<file path="src/rtl/pill_pkg.sv">
`default_nettype none
// ============================================================================
// Module   : pill_pkg
// Brief    : Shared widths and FSM encoding for the pill schedule controller.
// Revision : 1.0 - initial release
// ============================================================================
package pill_pkg;

    localparam int DUR_W     = 4;
    localparam int ID_W      = 4;
    localparam int NUM_PILLS = 3;

    typedef logic [2:0] state_t;

    localparam state_t ST_SET_ID = 3'd0;
    localparam state_t ST_SET_P1 = 3'd1;
    localparam state_t ST_SET_P2 = 3'd2;
    localparam state_t ST_SET_P3 = 3'd3;
    localparam state_t ST_RUN    = 3'd4;

endpackage
`default_nettype wire

</file>
<file path="src/rtl/key_pulse.sv">
`default_nettype none
// ============================================================================
// Module   : key_pulse
// Brief    : Two-flop synchronizer plus falling-edge detector for a raw
//            active-low push-button; emits one pulse per press.
// Revision : 1.0 - initial release
// ============================================================================
module key_pulse (
    input  logic clk,
    input  logic resetn,
    input  logic key_n,
    output logic pulse
);

    logic r_sync1;
    logic r_sync2;
    logic r_sync2_d;

    // Flops reset high so a button held through reset does not register as a press.
    always_ff @(posedge clk) begin
        if (!resetn) begin
            r_sync1   <= 1'b1;
            r_sync2   <= 1'b1;
            r_sync2_d <= 1'b1;
        end else begin
            r_sync1   <= key_n;
            r_sync2   <= r_sync1;
            r_sync2_d <= r_sync2;
        end
    end

    assign pulse = r_sync2_d & ~r_sync2;

endmodule
`default_nettype wire

</file>
<file path="src/rtl/pill_schedule_ctrl.sv">
`default_nettype none
// ============================================================================
// Module   : pill_schedule_ctrl
// Brief    : Programs a patient ID and three pill intervals from switches, then
//            runs three countdown timers driving dispense pulses and alarms.
// Revision : 1.0 - initial release
// ============================================================================
module pill_schedule_ctrl
    import pill_pkg::*;
#(
    parameter int TICK_CYCLES = 50_000_000
) (
    input  logic                       clk,
    input  logic                       resetn,
    input  logic [DUR_W-1:0]           sw_value,
    input  logic                       key_next_n,
    input  logic                       key_prog_n,
    output logic [ID_W-1:0]            patientID,
    output logic [NUM_PILLS*DUR_W-1:0] pill12And3Duration,
    output logic [NUM_PILLS-1:0]       dispense_pulse,
    output logic [NUM_PILLS-1:0]       alarm_led,
    output logic                       running
);

    localparam int                c_ps_w     = (TICK_CYCLES > 1) ? $clog2(TICK_CYCLES) : 1;
    localparam logic [c_ps_w-1:0] c_tick_max = c_ps_w'(TICK_CYCLES - 1);

    logic                 w_nxt;
    logic                 w_prg;
    state_t               r_state;
    logic [ID_W-1:0]      r_patient_id;
    logic [DUR_W-1:0]     r_dur       [NUM_PILLS];
    logic [DUR_W-1:0]     r_rem       [NUM_PILLS];
    logic [DUR_W-1:0]     w_entry_dur [NUM_PILLS];
    logic [c_ps_w-1:0]    r_prescaler;
    logic [NUM_PILLS-1:0] r_pulse;
    logic [NUM_PILLS-1:0] r_alarm;
    logic                 r_running;
    logic [NUM_PILLS-1:0] w_fire;
    logic                 w_in_run;
    logic                 w_stay_run;
    logic                 w_enter_run;
    logic                 w_tick;
    logic                 w_ack;

    key_pulse u_key_next (
        .clk    (clk),
        .resetn (resetn),
        .key_n  (key_next_n),
        .pulse  (w_nxt)
    );

    key_pulse u_key_prog (
        .clk    (clk),
        .resetn (resetn),
        .key_n  (key_prog_n),
        .pulse  (w_prg)
    );

    // prg takes priority over every other RUN-state action.
    assign w_in_run    = (r_state == ST_RUN);
    assign w_stay_run  = w_in_run & ~w_prg;
    assign w_enter_run = (r_state == ST_SET_P3) & w_nxt;
    assign w_tick      = w_stay_run & (r_prescaler == c_tick_max);
    assign w_ack       = w_stay_run & w_nxt;

    always_ff @(posedge clk) begin
        if (!resetn) begin
            r_state      <= ST_SET_ID;
            r_patient_id <= '0;
            for (int i = 0; i < NUM_PILLS; i++) begin
                r_dur[i] <= '0;
            end
        end else begin
            case (r_state)
                ST_SET_ID: if (w_nxt) begin
                    r_patient_id <= sw_value;
                    r_state      <= ST_SET_P1;
                end
                ST_SET_P1: if (w_nxt) begin
                    r_dur[0] <= sw_value;
                    r_state  <= ST_SET_P2;
                end
                ST_SET_P2: if (w_nxt) begin
                    r_dur[1] <= sw_value;
                    r_state  <= ST_SET_P3;
                end
                ST_SET_P3: if (w_nxt) begin
                    r_dur[2] <= sw_value;
                    r_state  <= ST_RUN;
                end
                ST_RUN: if (w_prg) begin
                    r_state <= ST_SET_ID;
                end
                default: r_state <= ST_SET_ID;
            endcase
        end
    end

    always_ff @(posedge clk) begin
        if (!resetn) begin
            r_prescaler <= '0;
        end else if (w_stay_run) begin
            r_prescaler <= (r_prescaler == c_tick_max) ? '0 : r_prescaler + c_ps_w'(1);
        end else begin
            r_prescaler <= '0;
        end
    end

    for (genvar gi = 0; gi < NUM_PILLS; gi++) begin : g_pill
        // The last interval is captured on the same edge that enters RUN.
        if (gi == NUM_PILLS - 1) begin : g_last
            assign w_entry_dur[gi] = sw_value;
        end else begin : g_held
            assign w_entry_dur[gi] = r_dur[gi];
        end

        assign w_fire[gi] = w_tick & (r_dur[gi] != '0) & (r_rem[gi] == DUR_W'(1));

        always_ff @(posedge clk) begin
            if (!resetn) begin
                r_rem[gi] <= '0;
            end else if (w_enter_run) begin
                r_rem[gi] <= w_entry_dur[gi];
            end else if (w_tick && (r_dur[gi] != '0)) begin
                r_rem[gi] <= (r_rem[gi] == DUR_W'(1)) ? r_dur[gi] : r_rem[gi] - DUR_W'(1);
            end
        end
    end

    // On an acknowledge, a pill firing on the same edge keeps its alarm set.
    always_ff @(posedge clk) begin
        if (!resetn) begin
            r_pulse   <= '0;
            r_alarm   <= '0;
            r_running <= 1'b0;
        end else begin
            r_pulse   <= w_fire;
            r_running <= w_enter_run | w_stay_run;
            if (w_in_run && w_prg) begin
                r_alarm <= '0;
            end else if (w_ack) begin
                r_alarm <= w_fire;
            end else begin
                r_alarm <= r_alarm | w_fire;
            end
        end
    end

    assign patientID          = r_patient_id;
    assign pill12And3Duration = {r_dur[0], r_dur[1], r_dur[2]};
    assign dispense_pulse     = r_pulse;
    assign alarm_led          = r_alarm;
    assign running            = r_running;

endmodule
`default_nettype wire

</file>
<file path="config.mk">
export PLATFORM = sky130hd
export DESIGN_NAME = pill_schedule_ctrl
export DESIGN_NICKNAME = d
export VERILOG_FILES = /design/src/rtl/pill_pkg.sv /design/src/rtl/key_pulse.sv /design/src/rtl/pill_schedule_ctrl.sv
export SDC_FILE = /design/constraint.sdc
export NUM_CORES = 1
export LEC_CHECK = 0
export CORE_MARGIN = 3
export CORE_UTILIZATION = 50
export DETAILED_ROUTE_END_ITERATION = 10
export PLACE_DENSITY_LB_ADDON = 0.25
export SLEW_MARGIN = 10
export SYNTH_ARGS = -nofsm -noshare
export SYNTH_HDL_FRONTEND = slang
export SYNTH_SLANG_ARGS = --single-unit
</file>
<file path="constraint.sdc">
create_clock -name clk -period 2.32 [get_ports clk]
set_input_delay 0.464 -clock clk [delete_from_list [all_inputs] [get_ports clk]]
set_output_delay 0.464 -clock clk [all_outputs]
set_load 0.01 [all_outputs]
</file>
==> metrics.md <==
| Metric | Value |
|---|---|
| Worst Hold Depth | 1 |
| RePlAce Congestion | 0.807 |
| DP HPWL | ~4600 µm |
| Worst EP required | 2.39 ns |
| DRC Markers | 0 |
| Library cells used by synthesis | 42 |
| Leak pwr | around 1.4 nW |
| Syn_nets | 341 |
| Worst-Margin Slew | 0.651 ns |
| Die ar. | roughly 7500 µm² |
| DR WL/cell | between 10 and 15 µm |
| CTS Hold Bufs | 0 |
| R2R Setup Slk | around 0.21 ns |
| Placed inst area | 3630 µm² |
| Register area share after synthesis | 50.8% |
| Initial core utilization | about 53% |
| Crit Path Class | reg2reg |
| HP Class | reg2reg |
| DRT iter0 DRCs | 133 |
| Setup bufs post-CTS | 0 |
| Slew headroom | 56.2% |
| Async SR Flop Fraction | 0% |
| Final non-filler cell area | 3850 µm² |
| Clock root buffer | clkbuf_8 |
| Vias per inst | 5.46 |
| H-tree depth | 3 |
| Post-synth EDFFs | 24 |
| Netlist Area Pre-Place | 3230 µm² |
| Area delta synth->final | 19.3% |
| Fin crit share | 91.0% |
| First-pass GRT wire length | between 10000 and 15000 µm |
| Met2 global-route usage | 28.0% |
| Post-CTS resize count | 0 |
| Clock sinks | 70 |
| Max IR drop VDD | about 0.00037 V |
| Layout Utilization | 63.2% |
| Unrepaired setup endpoints after global routing | no |
| Reg area | between 1500 and 2000 µm² |
| Post-synth top flop | dfxtp_1 |
| Crit path buffers/inverters | 1 |
| CTS tree | done |
| Delay-heaviest family, CP | simple AND/OR/NAND/NOR gates |
| Setup WS pre-CTS | 0.219 ns |
| GRT Util Overall | 18.4% |
| Synth Register Bits | 70 |
| Busiest layer in global routing | met2 |
| RR Startpoint | r_prescaler[0] |
| Crit path DAT | 2.18 ns |
| Final hold vios | 0 |
| Core ar. | 6100 µm² |
| Pwr per Cell Area | 649 nW/µm² |
| Worst path cell trace | ha_1 -> nand3_1 -> or2_1 -> or3_4 -> o21ai_0 -> buf_4 |
| Worst clock skew | 0.00790 ns |
| Outcome | complete, no violations |
| Chip height | 86.4 µm |
| Die X | about 86 µm |
| Routed wire length | 6390 µm |
| Routed Antenna Nets | 0 |
| Max Freq | 474 MHz |
| Total gr overflow | 0 |
| Routed vias | 2441 |
| Initial antenna violation count | 0 |
| M1 GR Usage | 24.7% |
| Max cap viols | 0 |
| HP Start | u_key_next.r_sync1 |
| Worst-skew pair later-pin latency | 0.35 ns |
| Largest net degree at the start of global routing | 27 |
| CTS buffer count | 9 |
| Worst path max stage delay | 0.43 ns |
| Final net count | 382 |
| Area of the multi-input gates | 1480 µm² |
| Critical-path maximum fanout | 6 |
| Met3 usage | 5.42% |
| Final setup vio count | 0 |
| Row cnt | 28 |
| Post-Syn Instances | roughly 330 |
| Avg Inst Size Synth | 9.91 µm² |
| Number of synthesis warnings | 0 |
| CP startpoint kind | flip-flop |
| PnR worst setup slack | approximately 0.21 ns |
| Slowest stage cell on the critical path | or3_4 |
| Layout filler cell count | 517 |
| WP depth | 6 |
| Worst reg2reg path depth | 6 |
| Setup TNS | 0 ns |
| Layout cell share with drive strength beyond 1 | between 8 and 9% |
| CP startpoint | r_prescaler[0] |
| Drt first pass iters | 4 |
| Ant diodes | 0 |
| Tmin final | 2.11 ns |
| Final max-slew violation count | 0 |
| PortBufs | 30 |
| Vias in the first global route | 2259 |
| Worst Setup End Kind | flip-flop |
| Clock-pin slew on the worst setup and hold paths | 0.07 ns |
| I/O pins | 31 |
| Clk buf depth | 2 |
registers in the layout (all words and copies together), names as in the netlist:
signal                flops
r_prescaler              26
r_dur                    12
r_rem                    12
patientID                 4
alarm_led                 3
dispense_pulse            3
r_state                   3
running                   1
u_key_next.r_sync1        1
u_key_next.r_sync2        1
u_key_next.r_sync2_d      1
u_key_prog.r_sync1        1
u_key_prog.r_sync2        1
u_key_prog.r_sync2_d      1
synthesized netlist by cell type, types with 7 or more instances:
library cell / count / area, µm²
and3_1: 7 / 43.8
edfxtp_1: 24 / 721
dfxtp_1: 46 / 921
nor2_1: 45 / 169
nand3_1: 16 / 80.1
xor2_1: 14 / 123
o21ai_0: 12 / 60.1
nand2_1: 27 / 101
xnor2_1: 14 / 123
nand2b_1: 9 / 56.3
inv_1: 13 / 48.8
a21oi_1: 9 / 45.0
nand4_1: 13 / 81.3
ha_1: 7 / 87.6
power breakdown:
part | internal (mW) | switching [mW] | total, mW
clock | 0.608 | 0.474 | 1.08
sequential | 1.29 | 0.0183 | 1.31
combinational | 0.0570 | 0.0565 | 0.114
total | 1.95 | 0.549 | 2.50
worst reg2reg max path, stage by stage, from the launching register on:
cell and delay (ns):
dfxtp_1 0.38, ha_1 0.24, nand3_1 0.12, or2_1 0.34, or3_4 0.43, o21ai_0 0.18
buf_4 0.16
per-layer routing:
metal	vias up	routed length, µm
met5	-	0
met4	0	104
met3	11	276
met2	57	2850
met1	1137	3160
li1	1236	-
cells by family after synthesis:
group / count (synthesis) / share of synthesized area [%]
multiplexers: 4 / 1.24
AND/OR/NAND/NOR: 157 / 26.7
flip-flops: 70 / 50.8
buffers and inverters: 22 / 3.29
adder cells (fa/ha/maj): 7 / 2.71
XOR/XNOR: 28 / 7.59
AO/OA/AOI/OAI: 38 / 7.63
stage by stage:
stage | hold slack (ns) | cells | power [mW]
6_report | 0.416 | 447 | 2.50
3_5_place_dp | 0.400 | 431 | 1.45
5_1_grt | 0.435 | 447 | 2.59
3_3_place_gp | 0.393 | 431 | 1.45
4_1_cts | 0.420 | 447 | 2.52
2_1_floorplan | 0.386 | 326 | 1.39
placed cells by master, fill, tap and decap left out, types with 6 or more instances in the layout:
cell	instances
ha_1	7
xnor2_1	14
buf_4	9
inv_1	13
nand4_1	13
o21ai_0	12
xor2_1	14
nand3_1	16
dfxtp_1	46
and3_1	7
edfxtp_1	24
o2bb2ai_1	6
clkbuf_8	9
nand2_1	27
nor2_1	45
clkdlybuf4s50_1	30
a21oi_1	9
nand2b_1	9
final timing paths:
check | to
hold / removal | u_key_next.r_sync2
setup reg to reg | r_rem[2][2]
hold reg to reg | u_key_next.r_sync2
setup / recovery | r_rem[2][2]
layout make-up:
cell class,count,share of cell area [%]
Sequential cell,70,42.6
Multi-Input combinational cell,234,38.5
Timing Repair Buffer,39,9.54
Clock buffer,9,3.21
Clock inverter,7,2.50
Tap cell,75,2.43
Inverter,13,1.27
Note: power is estimated with default switching activity, not from simulation.
